==> src/rtl/bt_uart_pkg.sv <==
// Shared definitions for the Bluetooth UART receiver: FSM states, frame width
// and the baud-divider calculation.
package bt_uart_pkg;

    localparam int DATA_BITS = 8;

    typedef enum logic [2:0] {
        IDLE,
        START,
        DATA,
        STOP,
        WAIT_IDLE
    } rx_state_t;

    // Clocks per oversample tick, rounded to nearest.
    function automatic int calc_div(input longint clk_freq, input longint baud,
                                    input longint oversample);
        longint den;
        den = baud * oversample;
        return int'((clk_freq + den / 2) / den);
    endfunction

endpackage

==> src/rtl/uart_baud_tick.sv <==
// Oversample prescaler: free-running 0..DIV-1 counter, realigned to the start
// edge so that sampling points sit at a fixed phase within each bit.
module uart_baud_tick #(
    parameter int DIV = 10
) (
    input  logic clk,
    input  logic rst_n,
    input  logic sync_clear,
    output logic tick
);

    localparam int CW = (DIV > 2) ? $clog2(DIV) : 1;
    localparam logic [CW-1:0] LAST = CW'(DIV - 1);

    logic [CW-1:0] cnt_reg;

    always_ff @(posedge clk) begin
        if (!rst_n || sync_clear) begin
            cnt_reg <= '0;
        end else if (cnt_reg == LAST) begin
            cnt_reg <= '0;
        end else begin
            cnt_reg <= cnt_reg + 1'b1;
        end
    end

    assign tick = (cnt_reg == LAST);

endmodule

==> src/rtl/bt_uart_rx.sv <==
// 8N1 UART receiver with a one-entry valid/ready output buffer and
// single-cycle framing / overrun error pulses.
module bt_uart_rx
    import bt_uart_pkg::*;
#(
    parameter int CLK_FREQ   = 50_000_000,
    parameter int BAUD       = 9600,
    parameter int OVERSAMPLE = 16
) (
    input  logic       clk,
    input  logic       rst_n,
    input  logic       rx_i,
    output logic [7:0] data_o,
    output logic       valid_o,
    input  logic       ready_i,
    output logic       frame_err_o,
    output logic       overrun_o,
    output logic       busy_o
);

    localparam int DIV = calc_div(CLK_FREQ, BAUD, OVERSAMPLE);
    localparam int TW  = $clog2(OVERSAMPLE);
    localparam int BW  = $clog2(DATA_BITS);
    localparam logic [TW-1:0] HALF_LAST = TW'(OVERSAMPLE / 2 - 1);
    localparam logic [TW-1:0] FULL_LAST = TW'(OVERSAMPLE - 1);
    localparam logic [BW-1:0] LAST_BIT  = BW'(DATA_BITS - 1);

    rx_state_t            state_reg;
    logic                 rx_meta_reg;
    logic                 rx_s_reg;
    logic                 rx_prev_reg;
    logic [TW-1:0]        tick_cnt_reg;
    logic [BW-1:0]        bit_idx_reg;
    logic [DATA_BITS-1:0] shift_reg;
    logic [DATA_BITS-1:0] data_reg;
    logic                 valid_reg;
    logic                 ferr_reg;
    logic                 ovr_reg;
    logic                 start_edge;
    logic                 tick;

    always_ff @(posedge clk) begin
        if (!rst_n) begin
            rx_meta_reg <= 1'b1;
            rx_s_reg    <= 1'b1;
            rx_prev_reg <= 1'b1;
        end else begin
            rx_meta_reg <= rx_i;
            rx_s_reg    <= rx_meta_reg;
            rx_prev_reg <= rx_s_reg;
        end
    end

    assign start_edge = (state_reg == IDLE) && rx_prev_reg && !rx_s_reg;

    uart_baud_tick #(
        .DIV(DIV)
    ) u_baud_tick (
        .clk       (clk),
        .rst_n     (rst_n),
        .sync_clear(start_edge),
        .tick      (tick)
    );

    always_ff @(posedge clk) begin
        if (!rst_n) begin
            state_reg    <= IDLE;
            tick_cnt_reg <= '0;
            bit_idx_reg  <= '0;
            shift_reg    <= '0;
            data_reg     <= '0;
            valid_reg    <= 1'b0;
            ferr_reg     <= 1'b0;
            ovr_reg      <= 1'b0;
        end else begin
            ferr_reg <= 1'b0;
            ovr_reg  <= 1'b0;
            // A load later in this block overrides the drain.
            if (valid_reg && ready_i) begin
                valid_reg <= 1'b0;
            end
            case (state_reg)
                IDLE: begin
                    if (start_edge) begin
                        state_reg    <= START;
                        tick_cnt_reg <= '0;
                    end
                end
                START: begin
                    if (tick) begin
                        if (tick_cnt_reg == HALF_LAST) begin
                            tick_cnt_reg <= '0;
                            bit_idx_reg  <= '0;
                            state_reg    <= rx_s_reg ? IDLE : DATA;
                        end else begin
                            tick_cnt_reg <= tick_cnt_reg + 1'b1;
                        end
                    end
                end
                DATA: begin
                    if (tick) begin
                        if (tick_cnt_reg == FULL_LAST) begin
                            tick_cnt_reg           <= '0;
                            shift_reg[bit_idx_reg] <= rx_s_reg;
                            if (bit_idx_reg == LAST_BIT) begin
                                state_reg <= STOP;
                            end else begin
                                bit_idx_reg <= bit_idx_reg + 1'b1;
                            end
                        end else begin
                            tick_cnt_reg <= tick_cnt_reg + 1'b1;
                        end
                    end
                end
                STOP: begin
                    if (tick) begin
                        if (tick_cnt_reg == FULL_LAST) begin
                            tick_cnt_reg <= '0;
                            if (rx_s_reg) begin
                                state_reg <= IDLE;
                                if (!valid_reg || ready_i) begin
                                    data_reg  <= shift_reg;
                                    valid_reg <= 1'b1;
                                end else begin
                                    ovr_reg <= 1'b1;
                                end
                            end else begin
                                ferr_reg  <= 1'b1;
                                state_reg <= WAIT_IDLE;
                            end
                        end else begin
                            tick_cnt_reg <= tick_cnt_reg + 1'b1;
                        end
                    end
                end
                WAIT_IDLE: begin
                    if (rx_s_reg) begin
                        state_reg <= IDLE;
                    end
                end
                default: state_reg <= IDLE;
            endcase
        end
    end

    assign data_o      = data_reg;
    assign valid_o     = valid_reg;
    assign frame_err_o = ferr_reg;
    assign overrun_o   = ovr_reg;
    assign busy_o      = (state_reg != IDLE);

endmodule

==> config.mk <==
export PLATFORM = sky130hd
export DESIGN_NAME = bt_uart_rx
export DESIGN_NICKNAME = d
export VERILOG_FILES = /design/src/rtl/bt_uart_pkg.sv /design/src/rtl/uart_baud_tick.sv /design/src/rtl/bt_uart_rx.sv
export SDC_FILE = /design/constraint.sdc
export NUM_CORES = 1
export LEC_CHECK = 0
export BUFFER_PORTS_ARGS = -buffer_cell sky130_fd_sc_hd__buf_2
export CORE_MARGIN = 2
export CORE_UTILIZATION = 35
export CTS_CLUSTER_SIZE = 10
export DETAILED_ROUTE_END_ITERATION = 8
export GPL_ROUTABILITY_DRIVEN = 0
export GPL_TIMING_DRIVEN = 0
export PLACE_DENSITY_LB_ADDON = 0.1
export SKIP_LAST_GASP = 1
export SLEW_MARGIN = 25
export SYNTH_ARGS = -nofsm -noshare
export SYNTH_HDL_FRONTEND = slang
export SYNTH_HIERARCHICAL = 1
export SYNTH_SLANG_ARGS = --single-unit
==> constraint.sdc <==
create_clock -name clk -period 3.9 [get_ports clk]
set_input_delay 0.975 -clock clk [delete_from_list [all_inputs] [get_ports clk]]
set_output_delay 0.975 -clock clk [all_outputs]
set_load 0.01 [all_outputs]
==> parameters.txt <==
Parameter                              Value

Timing
  Number of failing hold endpoints at the final stage    0
  Total setup violations reported at the end of the flow    0
  Max Fclk    428 MHz
  Final setup margin    1.56 ns
  Final total negative setup slack    0 ns
  Max transition margin    0.570
  Clk_skew    0.00153 ns
  Minimum clock period after layout    2.34 ns
  RSZ-0062 raised after global routing    no
  Share of the clock period used by the worst path after layout    0.599
  Worst hold slack    0.408 ns
  Number of slew-limit violations in the final report    0
  Worst Max-Slew Pin Slew    0.640 ns

Pwr
  Worst IR drop on VDD    0.000108 V
  Total power of the final layout    715 uW
  Static power due to leakage    0.865 nW
  Ratio of total power to cell area    341 nW/um2

Critical path
  Required time reported for the critical path endpoint    4.11 ns
  Critical path capture point type    flip-flop
  Maximum fanout along the worst path    8
  Flop-to-flop setup slack    1.56 ns
  Worst Reg2Reg Path Length in Cells    7
  Reg2reg start    u_baud_tick/cnt_reg[0]$_SDFF_PP0_
  Category of the worst setup path launch point    flip-flop
  FF-to-FF End    data_o[3]$_SDFFE_PN0P_
  Class of the most critical setup path    reg2reg
  Worst EP arrival    2.55 ns

Die
  Chip Height    76.8 um
  Die ar.    5890 um2
  X dimension of the die    76.8 um
  Starting utilization of the core area    0.363
  Number of standard-cell rows in the floorplan    26
  # IOs    16
  Core Area    5110 um2

Flow run
  Number of maximum-capacitance constraint violations    0

Finish
  Antenna cells    0
  FF+latch area    821 um2
  Filler Cells Inserted    542
  Footprint of the multi-input gates    996 um2
  Max reg flops    9
  Net count reported at finish    231
  Ratio of cells with drive above 1 in the final layout    0.140
  Area Growth Syn to Fin    13.1%

Synth
  Synthesized area divided by synthesized cell count    9.27 um2
  Number of standard cells after synthesis    200
  Number of synthesized register bits    41
  Post-synthesis sequential area ratio    0.443
  Count of distinct cell types in the synthesized netlist    42
  Netlist Area Pre-Place    1850 um2
  Asr flop ratio synth    0
  Number of enable flip-flop cells after synthesis    0
  Net count of the mapped netlist    209
  Yosys synthesis warning count    6
  Main flop type after synthesis    dfxtp_1

Worst hold path
  Hold-critical path depth    1
  Start point of the worst hold path    rx_meta_reg$_SDFF_PN1_
  Min-Delay Endpoint    rx_s_reg$_SDFF_PN1_
  Min-Delay Path Class    reg2reg

Global routing
  Busiest grt layer    met2
  Leftover overflow at the end of global routing    0
  Number of antenna violations at the first check in global routing    0
  First-pass GRT wire length    6470 um
  Routing usage on met1    0.175
  Met2 global-route usage    0.214
  GRT Total Usage    0.137
  Met3 track utilization from global routing    0.0400
  Vias in the first global route    1412
  Maximum number of pins on one net before global-route repair    12

Clock network
  Clock tree root driver cell    clkbuf_8
  Number of H-tree branching levels    2
  Buffer depth of the longest clock path    2
  Post-CTS setup repair buffer count    0
  Number of hold-repair buffers added at the cts stage    0
  Insertion delay of the later-clocked pin in the worst-skew pair    0.29 ns
  Clock slew seen by the registers of the worst setup and hold paths    0.07 ns
  TritonCTS clock tree    done
  Quantity of gates resized following cts    0
  Number of clock sinks    41
  Num CTS Buffers    5

Detailed routing
  Number of remaining DRC errors    0
  Total routed wirelength    3850 um
  WL/cell    13.2 um
  Detailed-route via count    1483
  Detail-routed via count per cell    5.10
  Post-route ant nets    0
  First drt pass iteration count    4
  First DRT Iteration DRCs    58

Run status
  Status    completed

Placed design
  Detailed placer's ending HPWL    2790 um
  Number of buffers added on ports    15
  Post-placement setup slack    1.22 ns
==> layer usage <==
layer,vias up,wire length (um)
met5,-,0
met3,9,121
li1,754,-
met2,24,1740
met4,0,82
met1,696,1900
==> worst max path at each step <==
| stage | start | to | slack [ns] | cells after the start |
|---|---|---|---|---|
| floorplan | u_baud_tick/cnt_reg[0]$_SDFF_PP0_ | data_o[0]$_SDFFE_PN0P_ | 1.76 | 7 |
| global placement | u_baud_tick/cnt_reg[0]$_SDFF_PP0_ | data_o[7]$_SDFFE_PN0P_ | 1.37 | 7 |
| detailed placement | u_baud_tick/cnt_reg[0]$_SDFF_PP0_ | data_o[3]$_SDFFE_PN0P_ | 1.22 | 7 |
| CTS | u_baud_tick/cnt_reg[0]$_SDFF_PP0_ | data_o[3]$_SDFFE_PN0P_ | 1.20 | 7 |
| global route | u_baud_tick/cnt_reg[3]$_SDFF_PP0_ | data_o[3]$_SDFFE_PN0P_ | 1.38 | 6 |
| finish | u_baud_tick/cnt_reg[0]$_SDFF_PP0_ | data_o[3]$_SDFFE_PN0P_ | 1.56 | 7 |
==> cells by family after synthesis <==
kind of cell | Yosys count | synth area share
muxes | 17 | 0.0918
xor gates and xnor gates | 4 | 0.0189
and+or+nand+nor | 91 | 0.261
buffers and inverters | 10 | 0.0230
AOI/OAI and AO/OA | 32 | 0.129
adders and majority gates | 5 | 0.0338
DFF | 41 | 0.443
==> cell usage in the layout (no fill, tap or decap), types with 4 or more instances in the layout <==
master,n
a21oi_1,6
ha_1,5
nand3_1,10
clkbuf_8,5
nand2b_1,5
nand2_1,34
dfxtp_1,41
mux2i_1,17
a21boi_1,5
clkbuf_1,4
nor2b_1,4
or3_1,6
nor2_1,12
o21ai_0,4
buf_2,15
==> layout make-up <==
cell class,instances,area share
Buffer,6,0.0131
Clock buffer,5,0.0328
Inverter,4,0.00716
Sequential cell,41,0.392
Tap cell,70,0.0418
Multi-Input combinational cell,149,0.475
Clock inverter,1,0.00239
Timing Repair Buffer,15,0.0358
==> stage by stage <==
stage / cell area [um2] / util / instances
4_1_cts: 2090 / 0.409 / 291
3_3_place_gp: 2020 / 0.395 / 285
2_1_floorplan: 1850 / - / 200
5_1_grt: 2100 / 0.410 / 291
6_report: 2100 / 0.410 / 291
3_5_place_dp: 2020 / 0.395 / 285
==> critical path: stages, from the launching register on <==
cell and delay [ns]:
dfxtp_1 0.38, ha_1 0.16, nand2_1 0.10, nor4_2 0.57, and4_1 0.36, and4_1 0.27
nand3_4 0.19, mux2i_1 0.23
==> Yosys cell counts (all sizes together), types with 4 or more instances <==
| library cell | count | share of area |
|---|---|---|
| nor2b | 4 | 0.014 |
| mux2i | 17 | 0.092 |
| or3 | 6 | 0.020 |
| o21ai | 7 | 0.019 |
| inv | 4 | 0.0081 |
| a21boi | 5 | 0.020 |
| ha | 5 | 0.034 |
| nand3 | 11 | 0.036 |
| clkbuf | 5 | 0.011 |
| nand2b | 5 | 0.017 |
| nor2 | 12 | 0.024 |
| dfxtp | 41 | 0.44 |
| a21oi | 7 | 0.025 |
| nand2 | 34 | 0.069 |
==> power breakdown <==
group	total [mW]	switching (mW)	leakage [nW]	internal [mW]
clock	0.255	0.137	0.0399	0.118
sequential	0.427	0.00458	0.331	0.423
combinational	0.0320	0.0193	0.494	0.0128
Power figures use the tool's default switching activity.
